## config.mk

```make
export PLATFORM = sky130hd
export DESIGN_NAME = mem_access_stage
export DESIGN_NICKNAME = d
export VERILOG_FILES = /design/src/rtl/mem_stage_pkg.sv /design/src/rtl/mem_byte_lane.sv /design/src/rtl/mem_access_stage.sv
export SDC_FILE = /design/constraint.sdc
export NUM_CORES = 1
export LEC_CHECK = 0
export CORE_ASPECT_RATIO = 1.5
export CORE_MARGIN = 8
export CORE_UTILIZATION = 41
export DETAILED_ROUTE_END_ITERATION = 10
export PLACE_DENSITY = 0.87
export RECOVER_POWER = 25
export SLEW_MARGIN = 10
export SYNTH_ARGS = -nofsm -noshare
export SYNTH_HDL_FRONTEND = slang
export SYNTH_SLANG_ARGS = --single-unit
```

## constraint.sdc

```tcl
create_clock -name clk -period 3.25 [get_ports clk]
set_input_delay 0.8125 -clock clk [delete_from_list [all_inputs] [get_ports clk]]
set_output_delay 0.8125 -clock clk [all_outputs]
set_load 0.005 [all_outputs]
```

## src/rtl/mem_stage_pkg.sv

```systemverilog
// Shared definitions for the memory-access stage.
//   state_t     : access FSM states (IDLE, WAIT)
//   BE_*        : byte-enable patterns, bit 3 = data bits 31:24 (big-endian lanes)
//   cnt_width() : width of the WAIT-cycle counter for a given timeout
package mem_stage_pkg;

  typedef enum logic {
    IDLE = 1'b0,
    WAIT = 1'b1
  } state_t;

  localparam logic [3:0] BE_WORD = 4'b1111;
  localparam logic [3:0] BE_B0   = 4'b1000;  // address offset 00 -> bits 31:24
  localparam logic [3:0] BE_B1   = 4'b0100;  // address offset 01 -> bits 23:16
  localparam logic [3:0] BE_B2   = 4'b0010;  // address offset 10 -> bits 15:8
  localparam logic [3:0] BE_B3   = 4'b0001;  // address offset 11 -> bits 7:0

  // The counter only has to reach timeout-1; keep it at least one bit wide.
  function automatic int cnt_width(input int timeout);
    return (timeout <= 2) ? 1 : $clog2(timeout);
  endfunction

endpackage

```

## src/rtl/mem_byte_lane.sv

```systemverilog
// Combinational lane steering for the memory stage.
//   byte_mode  : 1 = byte access (lb/sb), 0 = word access
//   offset     : address bits [1:0]
//   store_data : register data to store
//   load_data  : raw word returned by memory
//   wdata      : store data presented to memory (byte replicated on all lanes)
//   be         : byte enables, bit 3 = bits 31:24
//   read_data  : load result, byte lane sign-extended to 32 bits
module mem_byte_lane
  import mem_stage_pkg::*;
(
  input  logic        byte_mode,
  input  logic [1:0]  offset,
  input  logic [31:0] store_data,
  input  logic [31:0] load_data,
  output logic [31:0] wdata,
  output logic [3:0]  be,
  output logic [31:0] read_data
);

  logic [7:0] lane;
  logic [3:0] byte_be;

  // Big-endian: offset 0 is the most significant byte of the word.
  always_comb begin
    lane    = load_data[7:0];
    byte_be = BE_B3;
    case (offset)
      2'b00: begin lane = load_data[31:24]; byte_be = BE_B0; end
      2'b01: begin lane = load_data[23:16]; byte_be = BE_B1; end
      2'b10: begin lane = load_data[15:8];  byte_be = BE_B2; end
      default: begin lane = load_data[7:0]; byte_be = BE_B3; end
    endcase
  end

  always_comb begin
    wdata     = store_data;
    be        = BE_WORD;
    read_data = load_data;
    if (byte_mode) begin
      wdata     = {4{store_data[7:0]}};
      be        = byte_be;
      read_data = {{24{lane[7]}}, lane};
    end
  end

endmodule

```

## src/rtl/mem_access_stage.sv

```systemverilog
// Memory stage: issues data-memory loads/stores from the EXE/MEM register,
// stalls the front of the pipeline while memory is busy, and registers the
// outcome into the MEM/WB boundary.
//   EXE_MEM_*   : instruction fields from the EXE/MEM register (held while stalled)
//   dmem_*      : data-memory request/response port
//   MEM_Stall   : freeze PC/IF/ID/EXE/EXE_MEM this cycle
//   MEM_WB_*    : registered results for write-back
//   MEM_Misalign, MEM_BusErr : one-cycle fault pulses aligned with MEM/WB
//   fsm_state, wait_count    : debug view of the access FSM and WAIT counter
//
// Handshake: dmem_req is a valid that, once raised, stays high with
// we/addr/wdata/be unchanged until a cycle with dmem_ack=1 completes the
// access (ack may coincide with the first req cycle). dmem_ack in a cycle
// without dmem_req is ignored. A timeout drops the request without an ack.
module mem_access_stage
  import mem_stage_pkg::*;
#(
  parameter  int TIMEOUT = 255,
  localparam int CNT_W   = cnt_width(TIMEOUT)
) (
  input  logic             clk,
  input  logic             rst,
  input  logic [31:0]      EXE_MEM_Result,
  input  logic [31:0]      EXE_MEM_Rt,
  input  logic [4:0]       EXE_MEM_DstReg,
  input  logic             EXE_MEM_MemRead,
  input  logic             EXE_MEM_MemWrite,
  input  logic             EXE_MEM_MemtoReg,
  input  logic             EXE_MEM_RegWrite,
  input  logic             EXE_MEM_Byte,
  input  logic             EXE_MEM_JmpandLink,
  output logic             dmem_req,
  output logic             dmem_we,
  output logic [31:0]      dmem_addr,
  output logic [31:0]      dmem_wdata,
  output logic [3:0]       dmem_be,
  input  logic [31:0]      dmem_rdata,
  input  logic             dmem_ack,
  output logic             MEM_Stall,
  output logic [31:0]      MEM_WB_Result,
  output logic [31:0]      MEM_WB_ReadData,
  output logic [4:0]       MEM_WB_DstReg,
  output logic             MEM_WB_MemtoReg,
  output logic             MEM_WB_RegWrite,
  output logic             MEM_WB_JmpandLink,
  output logic             MEM_Misalign,
  output logic             MEM_BusErr,
  output logic             fsm_state,
  output logic [CNT_W-1:0] wait_count
);

  localparam logic [CNT_W-1:0] CNT_LAST = CNT_W'(TIMEOUT - 1);

  state_t           state;
  logic [CNT_W-1:0] count;
  logic             acc;
  logic             misal;
  logic             abort;
  logic [31:0]      load_data;

  assign acc   = EXE_MEM_MemRead | EXE_MEM_MemWrite;
  assign misal = acc & ~EXE_MEM_Byte & (EXE_MEM_Result[1:0] != 2'b00);

  // Inputs are frozen while stalled, so driving the request straight from
  // EXE/MEM keeps it stable until ack without extra holding registers.
  assign dmem_req  = (state == WAIT) | (acc & ~misal);
  assign dmem_we   = EXE_MEM_MemWrite;
  assign dmem_addr = {EXE_MEM_Result[31:2], 2'b00};

  // The last WAIT cycle without ack aborts and releases the stall in the
  // same cycle, so the stall spans exactly TIMEOUT cycles.
  assign abort     = (state == WAIT) & ~dmem_ack & (count == CNT_LAST);
  assign MEM_Stall = dmem_req & ~dmem_ack & ~abort;

  assign fsm_state  = state;
  assign wait_count = count;

  mem_byte_lane u_lane (
    .byte_mode  (EXE_MEM_Byte),
    .offset     (EXE_MEM_Result[1:0]),
    .store_data (EXE_MEM_Rt),
    .load_data  (dmem_rdata),
    .wdata      (dmem_wdata),
    .be         (dmem_be),
    .read_data  (load_data)
  );

  always_ff @(posedge clk) begin
    if (rst) begin
      state             <= IDLE;
      count             <= '0;
      MEM_WB_Result     <= '0;
      MEM_WB_ReadData   <= '0;
      MEM_WB_DstReg     <= '0;
      MEM_WB_MemtoReg   <= 1'b0;
      MEM_WB_RegWrite   <= 1'b0;
      MEM_WB_JmpandLink <= 1'b0;
      MEM_Misalign      <= 1'b0;
      MEM_BusErr        <= 1'b0;
    end else begin
      case (state)
        IDLE: begin
          if (dmem_req && !dmem_ack) begin
            state <= WAIT;
            count <= '0;
          end
        end
        WAIT: begin
          if (dmem_ack || abort) begin
            state <= IDLE;
            count <= '0;
          end else begin
            count <= count + 1'b1;
          end
        end
        default: begin
          state <= IDLE;
          count <= '0;
        end
      endcase

      // A misaligned access never raises a request, so it never stalls.
      MEM_Misalign <= misal;
      MEM_BusErr   <= abort;

      if (MEM_Stall) begin
        // Bubble: kill the control bits, leave data fields as they were.
        MEM_WB_MemtoReg   <= 1'b0;
        MEM_WB_RegWrite   <= 1'b0;
        MEM_WB_JmpandLink <= 1'b0;
      end else begin
        MEM_WB_Result     <= EXE_MEM_Result;
        MEM_WB_ReadData   <= load_data;
        MEM_WB_DstReg     <= EXE_MEM_DstReg;
        MEM_WB_MemtoReg   <= EXE_MEM_MemtoReg;
        MEM_WB_JmpandLink <= EXE_MEM_JmpandLink;
        MEM_WB_RegWrite   <= EXE_MEM_RegWrite & ~misal & ~abort;
      end
    end
  end

endmodule

```

### Word level (Yosys, flattened, before mapping)

Index checks and enable logic that the tools add are counted.

| word-level totals | value |
|---|---|
| output and inout port bits | 154 |
| flip-flop bits (word level) | 83 |

| operators by class | value |
|---|---|
| equality and inequality tests | 4 |
| multiplexer cells | 11 |
| bitwise logic cells | 16 |
| add/sub/neg operators | 1 |
| reduce and logical (&&, ||, !) cells | 6 |

Operators with widths:

| operator | count |
|---|---|
| 2-to-1 mux 32 bit | 2 |
| one-hot mux 8 bit (3 select lines) | 1 |
| 2-to-1 mux 8 bit | 2 |
| one-hot mux 8 bit (2 select lines) | 1 |
| one-hot mux 4 bit (3 select lines) | 1 |
| AND 1 bit | 9 |
| adder 8 x 1 -> 8 bit, second input constant | 1 |
| equality test 8 bit, second input constant | 1 |
| inverter 1 bit | 5 |
| 2-to-1 mux 4 bit | 1 |
| equality test 2 x 1 -> 1 bit, second input constant | 1 |
| equality test 2 bit, second input constant | 1 |
| logical NOT 2 bit | 1 |
| 2-to-1 mux 1 bit | 2 |
| inequality test 2 bit, second input constant | 1 |
| bitwise OR 1 bit | 2 |
| one-hot mux 1 bit (2 select lines) | 1 |
| nonzero test 2 bit | 1 |
| OR reduction 2 bit | 1 |
| logical AND 1 bit | 1 |
| logical NOT 1 bit | 1 |
| logical OR 1 bit | 1 |

### Longest topological paths before layout

Gate-level depths: netlist of run 1.

| depth | value |
|---|---|
| word-level depth | 9 |
| mapped depth | 9 |

### Hierarchy

Synthesis of run 1 repeated with hierarchy kept, for this count alone.

| second synthesis, totals | value |
|---|---|
| cells, all modules | 437 |
| area total of the unflattened synthesis | 4152.7 µm² |

By module, submodules not included:

| module | cells an instance | seq. area each (µm²) | area each (µm²) | instances |
|---|---|---|---|---|
| mem_access_stage | 263 | 1661.6 | 3091.7 | 1 |
| mem_byte_lane | 174 | 0.0 | 1061.0 | 1 |

### Worst setup path after synthesis of run 1

OpenSTA, ideal clock, no wires.

| timing path | value |
|---|---|
| kind | in2out |
| from | input port EXE_MEM_Result[0] |
| to | output port MEM_Stall |
| cell stages on the path | 7 |
| path slack | 717 ps |
| required time | 2438 ps |
| arrival time | 1720 ps |
| path buffers | 3 |
| cells stage by stage | buf_2 -> nor2_1 -> o311a_1 -> buf_2 -> nand2_1 -> buf_4 -> inv_2 |

| on the way | value |
|---|---|
| longest elaborated chain between the ends | 7 |

Ends and longest elaborated chain:

| item | line | text |
|---|---|---|
| start, declared | mem_access_stage.sv:23 | `input logic [31:0] EXE_MEM_Result,` |
| nonzero test 2 bit | mem_access_stage.sv:62 | `assign misal = acc & ~EXE_MEM_Byte & (EXE_MEM_Result[1:0] != 2'b00);` |
| AND 1 bit | mem_access_stage.sv:62 |  |
| inverter 1 bit | mem_access_stage.sv:66 | `assign dmem_req = (state == WAIT) \| (acc & ~misal);` |
| AND 1 bit | mem_access_stage.sv:66 |  |
| bitwise OR 1 bit | mem_access_stage.sv:66 |  |
| AND 1 bit (2 in a row) | mem_access_stage.sv:73 | `assign MEM_Stall = dmem_req & ~dmem_ack & ~abort;` |
| end, declared | mem_access_stage.sv:39 | `output logic MEM_Stall,` |

No other way between the ends.

### Worst setup path after layout of run 1

| timing path | value |
|---|---|
| from | input port EXE_MEM_Result[1] |
| to | output port dmem_be[3] |

| on the way | value |
|---|---|
| longest elaborated chain between the ends | 3 |
| elaborated cells on any way between the ends | 5 |

Ends and longest elaborated chain:

| item | line | text |
|---|---|---|
| equality test 2 bit (tied with other cells) | mem_byte_lane.sv:28 | `case (offset)` |
| one-hot mux 4 bit (3 select lines) * | mem_byte_lane.sv:28 |  |
| 2-to-1 mux 4 bit * | mem_byte_lane.sv:40 | `if (byte_mode) begin` |
| end, declared | mem_access_stage.sv:36 | `output logic [3:0] dmem_be,` |

Every way passes the cells marked *; elsewhere a longest branch is shown, timed or not.

==> results of run 1 <==
==> metal layers <==
layer	GRT usage (%)	vias up	wire, um
met5	0	-	0
met4	8.96	0	428
met3	6.42	30	1270
met2	41.0	205	8880
met1	24.1	2223	6290
li1	-	2247	-
==> repair_timing <==
action / CTS / global route
pin swaps: 0 / 0
setup endpoints to repair: 1 / 1
resized for setup: 1 / 3
==> worst max-delay path by stage <==
stage,end,slack (ns),cells past startpoint
after CTS,MEM_Stall,0.008,6
after floorplan,MEM_Stall,0.72,7
after global routing,MEM_Stall,0.01,6
after detailed placement,MEM_Stall,-0.05,6
after global placement,MEM_Stall,-0.02,6
final,dmem_be[3],0.07,5
==> power breakdown <==
group | internal, mW | total [mW] | switching [mW]
clock network | 0.706 | 1.08 | 0.371
registers | 1.09 | 1.13 | 0.0400
logic | 0.418 | 0.712 | 0.294
==> worst max-delay path: stages <==
cell and delay [ns]:
clkdlybuf4s50_1 0.44, buf_4 0.21, or2_2 0.30, nand2_1 0.07, clkdlybuf4s50_1 0.53
==> cells in the final DEF, fill, tap and decap left out, types with 2 or more instances in the layout <==
master	Yosys	routed
clkbuf_16	0	9
o21ai_0	56	56
dlygate4sd3_1	0	55
mux2i_1	26	26
nand3_1	49	49
buf_4	44	15
o32a_1	7	7
a22o_1	2	2
nor3_1	2	3
dfxtp_1	83	83
buf_12	0	3
nand2_1	14	13
a21oi_1	76	76
nand2b_1	3	3
clkdlybuf4s50_1	0	203
and4_1	2	2
o221ai_1	7	7
o31ai_1	25	25
nand4_1	2	2
or2_2	2	2
nor2_1	5	4
xnor2_1	2	2
bufinv_16	0	2
inv_1	32	32
nor4_1	2	2
conb_1	1	2
and3_1	4	4
clkbuf_1	22	3
ha_1	2	2
o21ai_1	7	7
mux2_2	7	7
clkbuf_8	0	2
==> kinds of logic after synthesis <==
logic type      count (synthesis)  synth area share [%]
buf+inv                       123                  15.4
other cells                     1                0.0864
xor+xnor                        2                 0.404
simple gates                   89                  10.5
fa+ha+maj                       2                 0.576
flops                          83                  38.3
compound gates                192                  26.5
mux                            34                  8.33
==> cell type report <==
cell class                      count  area [um2]
Tap cell                          144         180
Timing Repair Buffer              280        2780
Inverter                           34         128
Clock inverter                      2        60.1
Multi-Input combinational cell    321        2040
Sequential cell                    83        1660
Clock buffer                       12         256
Fill cell                         841        3370
==> per-stage QoR <==
step | instance area (um2) | utilization (%)
CTS | 7100 | 67.8
finish | 7100 | 67.8
detailed placement | 6780 | 64.8
global route | 7100 | 67.8
floorplan | 4340 | -
global placement | 6780 | 64.8
==> cell usage after synthesis, types with 2 or more instances <==
cell,instances,area (um2)
o31ai_1,25,188
nor3_1,2,10.0
and3_1,4,25.0
nor4_1,2,12.5
nand4_1,2,12.5
buf_1,6,22.5
clkbuf_2,3,15.0
buf_4,44,330
o221ai_1,7,61.3
nand2_1,14,52.6
o21ai_1,7,35.0
inv_1,32,120
or2_2,2,12.5
nor2_1,5,18.8
o32a_1,7,70.1
buf_2,11,55.1
and4_1,2,17.5
ha_1,2,25.0
buf_6,3,33.8
a22o_1,2,17.5
dfxtp_1,83,1660
clkbuf_1,22,82.6
mux2_2,7,78.8
mux2i_1,26,260
xnor2_1,2,17.5
a21oi_1,76,380
o21ai_0,56,280
nand2b_1,3,18.8
nand3_1,49,245
==> flip-flops by register name, summed over array words and instances (netlist names) <==
signal / flops
MEM_WB_DstReg: 5
fsm_state: 1
MEM_WB_JmpandLink: 1
MEM_WB_MemtoReg: 1
MEM_BusErr: 1
MEM_WB_Result: 32
MEM_WB_ReadData: 32
MEM_WB_RegWrite: 1
MEM_Misalign: 1
wait_count: 8
==> impl_metrics.yaml, run 1 <==
routing:
  drc: 0
  drt_iter0_drc: 233
  via_per_inst: 5.37
  first_pass_iters: 5
  vias: 4705
  wire_per_inst_um: 19.3
  routed_wl_um: 16900
  ant_nets: 0
timing:
  final-hold-violation-count: 0
  tightestPinTransition_ns: 1.88
  fin_crit_ns: 3.18
  finalMaxSlewViolations: 43
  max_freq_mhz: 315
  worst_slack_ns: 0.0745
  setup_viol: 0
  fin_skew_ns: 0.00616
  setup_tns_ns: 0
  holdWs_ns: 0.459
  relSlewSlack_pct: -25.1
  post-route-period-util_pct: 97.7
  rsz0062_at_grt: "false"
grt:
  grt_overflow: 0
  grt_max_degree: 45
  grt.total_usage_pct: 22.7
  antenna_found_initial: 0
  grt_pass1_vias: 4715
  grt_pass1_wl_um: 25900
placement:
  place_congestion: 0.933
  numPlacedInstances: 862
  hpwl_um: 13100
  port_buffers: 261
  dp_worst_setup_slack_ns: -0.0491
die:
  core_area_um2: 10500
  io_pins: 264
  chipWidth_um: 100
  row_count: 46
  die_h_um: 142
  start_util_pct: 41.4
  dieArea_um2: 14200
cts:
  clk_pin_slew_ns: 0.05
  insertion_delay_ns: 0.33
  cts_tree: "yes"
  post_cts_buffers: 0
  cts-root-buf: "clkbuf_16"
  cts_inserted_buffers: 9
  cts_hold_buf: 0
  clock_sinks: 83
  cts_buffer_depth: 2
  htreeDepth: 3
critical_path:
  critical_path_class: "primary input to output port"
  startpoint: "EXE_MEM_Result[1]"
  worstPathArrival_ns: 2.36
  cp_data_required_time_ns: 2.44
  rr_endpoint: "MEM_WB_ReadData[5]"
  ff2ff_setup_slack_ns: 1.06
  rr_startpoint: "wait_count[2]"
  end_kind: "output port"
  ff2ff_path_depth: 5
  crit_path_start_kind: "primary input"
  crit_fanout: 14
power_and_ir_drop:
  finalPower_mw: 2.92
  power_density_nw_per_um2: 412
  peakVddDrop_uv: 302
  total_leakage_power_nw: 2.88
worst_hold_path:
  hp-start: "MEM_WB_Result[17]"
  hold_path.class: "flip-flop to flip-flop"
  hold_depth: 2
  whs_endpoint: "MEM_WB_Result[17]"
outcome:
  violations: "max-capacitance violations, max-slew violations"
  outcome: "complete, but fails checks"
logic_synthesis:
  synth_seq_cells: 83
  ys_seq_area_share_pct: 38.3
  synth_area_um2: 4340
  ys.flop_type: "dfxtp_1"
  syn_inst: 526
  synth.avg_cell_area_um2: 8.25
  synth.distinct_cells: 49
  async_reset_ff_share_pct: 0
  yosys_warnings: 0
  synth_edf_count: 0
layout:
  antenna_cells: 0
  nets: 841
  syn_to_final_growth_pct: 63.6
  instances_no_fill: 876
  drive_above_1_share_pct: 6.97
run:
  cap_violations: 1
(Power assumes the default switching activity.)
==> run 2: changes to the inputs <==
--- a/config.mk
+++ b/config.mk
@@ -7,11 +7,12 @@
 export LEC_CHECK = 0
 export CORE_ASPECT_RATIO = 1.5
 export CORE_MARGIN = 8
-export CORE_UTILIZATION = 41
+export CORE_UTILIZATION = 40
 export DETAILED_ROUTE_END_ITERATION = 10
 export PLACE_DENSITY = 0.87
 export RECOVER_POWER = 25
 export SLEW_MARGIN = 10
 export SYNTH_ARGS = -nofsm -noshare
 export SYNTH_HDL_FRONTEND = slang
+export SYNTH_HIERARCHICAL = 1
 export SYNTH_SLANG_ARGS = --single-unit
==> run 2 against run 1 <==
Against the previous run: the flow now finishes without violations; clock-buffer cell count decreased by 2; design area down 4.9%; non-clock buffer count shrank 3; clock power is 18% lower; cell count is 12% lower; clock skew rose by 0.0018 ns; routed wire length is 8.0% lower; setup slack got worse by 0.021 ns; sequential cell count did not move; global-route usage down 1.2 points.
==> impl_metrics.yaml, run 2 <==
routing:
  routed_wl_um: 15500
  wire_per_inst_um: 20.2
  drt_iter0_drc: 152
  ant_nets: 0
  vias: 4105
  drc: 0
  via_per_inst: 5.33
  first_pass_iters: 5
timing:
  fin_skew_ns: 0.00791
  setup_viol: 0
  final-hold-violation-count: 0
  finalMaxSlewViolations: 0
  post-route-period-util_pct: 98.4
  relSlewSlack_pct: 53.6
  max_freq_mhz: 313
  fin_crit_ns: 3.20
  tightestPinTransition_ns: 0.681
placement:
  port_buffers: 261
  place_congestion: 0.978
  hpwl_um: 12700
  numPlacedInstances: 755
layout:
  nets: 761
  drive_above_1_share_pct: 5.82
  final_cell_mix: "clkdlybuf4s50_1 (259), dfxtp_1 (83), a22o_1 (69)"
  syn_to_final_growth_pct: 62.7
  post-route-util_pct: 66.7
  instances_no_fill: 770
  antenna_cells: 0
  final_common_cell: "clkdlybuf4s50_1"
  nFillCells: 778
power_and_ir_drop:
  total_leakage_power_nw: 2.76
  power_density_nw_per_um2: 404
  finalPower_mw: 2.73
  peakVddDrop_uv: 215
logic_synthesis:
  synth_seq_cells: 83
  ys_seq_area_share_pct: 40.0
  synth_edf_count: 0
  yosys_warnings: 6
  synth_top_area_cell: "dfxtp_1"
  synth.avg_cell_area_um2: 9.50
  synth_top_area_share_pct: 40.0
  async_reset_ff_share_pct: 0
  synth.distinct_cells: 43
  syn_inst: 437
  synth.most_common_cell: "dfxtp_1"
  synth_area_um2: 4150
  ys_top_cells_by_area: "dfxtp_1 (40%), a22o_1 (15%), buf_4 (8.0%)"
  yosys-top-cells-count: "dfxtp_1 (83), a22o_1 (69), buf_4 (44)"
  ys.flop_type: "dfxtp_1"
critical_path:
  crit_fanout: 21
  crit_path_start_kind: "primary input"
  worstPathArrival_ns: 2.38
  critical_path_class: "primary input to output port"
  cp_data_required_time_ns: 2.44
  end_kind: "output port"
worst_hold_path:
  hold_path.class: "flip-flop to flip-flop"
cts:
  cts_hold_buf: 0
  cts_buffer_depth: 2
  clk_pin_slew_ns: 0.05
  insertion_delay_ns: 0.33
  cts_tree: "yes"
  cts-root-buf: "clkbuf_16"
  post_cts_buffers: 0
  clock_sinks: 83
  htreeDepth: 3
  cts_resized: 4
  cts_inserted_buffers: 9
run:
  cap_violations: 0
grt:
  grt_max_degree: 73
  busiest_layer: "met2"
  grt_overflow: 0
  grt_pass1_vias: 4379
  antenna_found_initial: 0
  gr-usage-met2_pct: 38.1
  grt_pass1_wl_um: 23800
  use_met3_pct: 7.79
  grt_util_met1_pct: 22.0
  grt.total_usage_pct: 21.6
die:
  start_util_pct: 41.0
  chipWidth_um: 99.2
  core_area_um2: 10100
  row_count: 45
  dieArea_um2: 14000
  io_pins: 264
  die_h_um: 141
outcome:
  outcome: "finished, final reports clean"
run 2: through the flow:
stage	setup TNS, ns	hold slack (ns)	instance area, um2	setup WS (ns)
floorplan	0	0.474	4160	1.01
global placement	-0.437	0.460	6470	-0.127
detailed placement	-0.655	0.463	6470	-0.132
CTS	0	0.481	6740	0.0115
global route	-0.0635	0.492	6760	-0.0337
finish	0	0.476	6760	0.0530
run 2: report_power, final:
group	internal, mW	total (mW)	leakage [nW]	switching (mW)
clock	0.510	0.884	0.128	0.374
combinational	0.440	0.713	1.94	0.273
sequential	1.09	1.13	0.686	0.0405
total	2.04	2.73	2.76	0.687
run 2: metal layers:
layer / routed length [um] / share of wire, % / vias to the layer above
li1: - / - / 1965
met1: 5670 / 37 / 1881
met4: 501 / 3.2 / 0
met2: 7830 / 50 / 232
met5: 0 / 0 / -
met3: 1530 / 9.9 / 27
run 2: cell type report:
class | instances | area, um2 | area share (%)
multi-input cells | 242 | 1790 | 26.6
inverters | 36 | 135 | 2.00
flip-flops and latches | 83 | 1660 | 24.6
clock buffers | 10 | 229 | 3.39
repair buffers | 277 | 2760 | 40.8
well taps | 117 | 146 | 2.17
clock inverters | 5 | 31.3 | 0.463
run 2: critical path: stages:
cell and delay, ns:
clkdlybuf4s50_1 0.62, buf_8 0.25, inv_1 0.06, o21ai_1 0.12
clkdlybuf4s50_1 0.52
run 2: final timing paths:
check	endpoint	from	slack, ns	cells after the start
setup / recovery	dmem_be[1]	EXE_MEM_Result[1]	0.05	5
hold / removal	MEM_WB_DstReg[2]	MEM_WB_DstReg[2]	0.48	1
setup reg to reg	MEM_WB_ReadData[4]	wait_count[0]	1.39	7
hold reg to reg	MEM_WB_DstReg[2]	MEM_WB_DstReg[2]	0.48	1
run 2: cells by family (layout without fill, tap and decap cells):
kind of cell | count (synthesis) | count (layout) | synth area share (%)
flops | 83 | 83 | 40.0
mux | 9 | 9 | 2.47
fa+ha+maj | 2 | 2 | 0.602
xor+xnor | 2 | 2 | 0.422
buf+inv | 113 | 328 | 17.3
simple gates | 78 | 78 | 10.5
other cells | 1 | 2 | 0.0903
compound gates | 149 | 149 | 28.7
==> run 3: changes to the inputs <==
--- a/config.mk
+++ b/config.mk
@@ -6,7 +6,6 @@
 export NUM_CORES = 1
 export LEC_CHECK = 0
 export CORE_ASPECT_RATIO = 1.5
-export CORE_MARGIN = 8
 export CORE_UTILIZATION = 40
 export DETAILED_ROUTE_END_ITERATION = 10
 export PLACE_DENSITY = 0.87
@@ -16,3 +15,4 @@
 export SYNTH_HDL_FRONTEND = slang
 export SYNTH_HIERARCHICAL = 1
 export SYNTH_SLANG_ARGS = --single-unit
+export TNS_END_PERCENT = 20
==> run 3 against run 2 <==
Against the previous run: sequential power about the same; critical path depth stayed put; routed wire length decreased by 2.4%; setup slack improved by 0.084 ns; sequential cell count did not move; hold slack worse by 0.0036 ns; non-clock buffer count grew 5; core utilization up 0.88 points; largest cell class unchanged; highest routed layer unchanged.
==> impl_metrics.yaml, run 3 (synthesis gave the netlist of run 2 again) <==
grt:
  grt.total_usage_pct: 28.1
  grt_overflow: 0
  antenna_found_initial: 0
  grt_max_degree: 39
  grt_pass1_vias: 4325
  grt_pass1_wl_um: 23100
layout:
  design_area_um2: 6850
  instances_no_fill: 776
  syn_to_final_growth_pct: 64.8
  register_area_um2: 1660
  antenna_cells: 0
  nets: 766
  multi_input_area_um2: 1790
  nFillCells: 759
  final_cell_mix: "clkdlybuf4s50_1 (203), dfxtp_1 (83), a22o_1 (69)"
  drive_above_1_share_pct: 6.83
  final_common_cell: "clkdlybuf4s50_1"
power_and_ir_drop:
  p_seq_share_pct: 39.3
  total_leakage_power_nw: 2.94
  power_density_nw_per_um2: 421
  power.internal_mw: 2.16
  peakVddDrop_uv: 220
  p_switching_mw: 0.726
  p_sw_share_pct: 25.2
  p_comb_share_pct: 24.2
  clkPwrFrac_pct: 36.5
worst_hold_path:
  hold_path.class: "flip-flop to flip-flop"
  whs_endpoint: "MEM_WB_Result[28]"
  hold_depth: 1
  hp-start: "MEM_WB_Result[28]"
die:
  die_h_um: 127
  io_pins: 264
  row_count: 45
  start_util_pct: 41.0
  chipWidth_um: 85.2
  dieArea_um2: 10800
  core_area_um2: 10100
cts:
  clock_sinks: 83
  clk_pin_slew_ns: 0.06
  cts-root-buf: "clkbuf_16"
  insertion_delay_ns: 0.34
  cts_inserted_buffers: 9
  cts_hold_buf: 0
  cts_tree: "yes"
  post_cts_buffers: 0
  htreeDepth: 3
  cts_buffer_depth: 2
routing:
  routed_wl_um: 15200
  vias: 4281
  drc: 0
  ant_nets: 0
  first_pass_iters: 7
  wire_per_inst_um: 19.5
  via_per_inst: 5.52
  drt_iter0_drc: 192
timing:
  rsz0062_at_grt: "false"
  relSlewSlack_pct: 53.3
  fin_skew_ns: 0.00765
  fin_crit_ns: 3.11
  max_freq_mhz: 321
  final-hold-violation-count: 0
  tightestPinTransition_ns: 0.685
  post-route-period-util_pct: 95.8
  finalMaxSlewViolations: 0
  setup_viol: 0
critical_path:
  crit_fanout: 3
  end_kind: "output port"
  worstPathArrival_ns: 2.30
  cp_common_cell: "clkdlybuf4s50_1"
  ff2ff_path_depth: 7
  rr_startpoint: "wait_count[0]"
  crit_path_start_kind: "primary input"
  cp_slowest_cell: "clkdlybuf4s50_1"
  cpPeakStageDelay_ns: 0.45
  critical_path_class: "primary input to output port"
  cp_data_required_time_ns: 2.44
  rr_endpoint: "MEM_WB_Result[9]"
  ff2ff_setup_slack_ns: 1.35
  worstPathCellList: "clkdlybuf4s50_1 -> or2_0 -> a21o_1 -> and3_1 -> clkdlybuf4s50_1"
run:
  cap_violations: 0
placement:
  numPlacedInstances: 759
  port_buffers: 261
  hpwl_um: 11900
  place_congestion: 0.928
  placed_area_um2: 6500
outcome:
  outcome: "finished, final reports clean"
-- run 3: changes by cell type in the layout (fill, tap and decap cells not counted), moves of 2 or more --
cell             previous run  this run
clkinv_2                    3         1
dlygate4sd3_1               1        55
buf_6                       0         3
buf_8                       2         0
clkbuf_8                    0         2
buf_4                      13        16
dlymetal6s2s_1              0         2
clkdlybuf4s50_1           259       203
-- run 3: area by class of cell --
cell class	instances	share of cell area [%]
flip-flops and latches	83	24.3
repair buffers	282	40.8
clock inverters	5	0.877
inverters	36	1.97
multi-input cells	242	26.2
clock buffers	11	3.69
well taps	117	2.14
-- run 3: worst max-delay path by stage --
stage	start	to	cells past startpoint
after floorplan	EXE_MEM_MemWrite	MEM_Stall	3
after detailed placement	EXE_MEM_Byte	dmem_wdata[23]	5
after global placement	EXE_MEM_Result[0]	MEM_Stall	5
after CTS	EXE_MEM_Result[1]	dmem_be[1]	5
final	EXE_MEM_MemWrite	MEM_Stall	5
after global routing	EXE_MEM_Byte	dmem_wdata[25]	6
-- run 3: power groups by stage --
stage          clock network, mW  registers [mW]  logic (mW)
3_3_place_gp                   0            1.15       0.695
5_1_grt                     1.11            1.14       0.743
3_5_place_dp                   0            1.16       0.708
2_1_floorplan                  0            1.16       0.279
4_1_cts                     1.07            1.14       0.715
6_report                    1.05            1.13       0.697
-- run 3: worst max-delay path, delay by kind of cell --
family	cells	cell delay [ns]
buffers and inverters	2	0.89
and+or+nand+nor	2	0.42
AOI/OAI and AO/OA	1	0.18
-- run 3: per-layer routing --
layer	part of all wire (%)	track usage (%)	routed length, um	vias to the layer above
li1	-	-	-	1982
met1	37	30.1	5610	1979
met2	49	49.7	7440	278
met3	9.6	8.13	1450	42
met4	4.3	14.2	654	0
met5	0	0	0	-
-- run 3: what timing repair did --
action	CTS	global route
cloned	1	0
pin swaps	0	1
gates resized for setup	5	4
setup endpoints to repair	19	2
hold endpoints to repair	0	0
-- run 3: through the flow --
stage,hold WS (ns),setup WS (ns),total power [mW],util (%),setup TNS (ns)
floorplan,0.474,1.01,1.44,-,0
global placement,0.460,-0.0846,1.85,64.1,-0.443
detailed placement,0.463,-0.122,1.86,64.1,-1.03
CTS,0.482,0.0257,2.93,67.4,0
global route,0.485,0.0538,3.00,67.5,0
finish,0.472,0.137,2.88,67.5,0
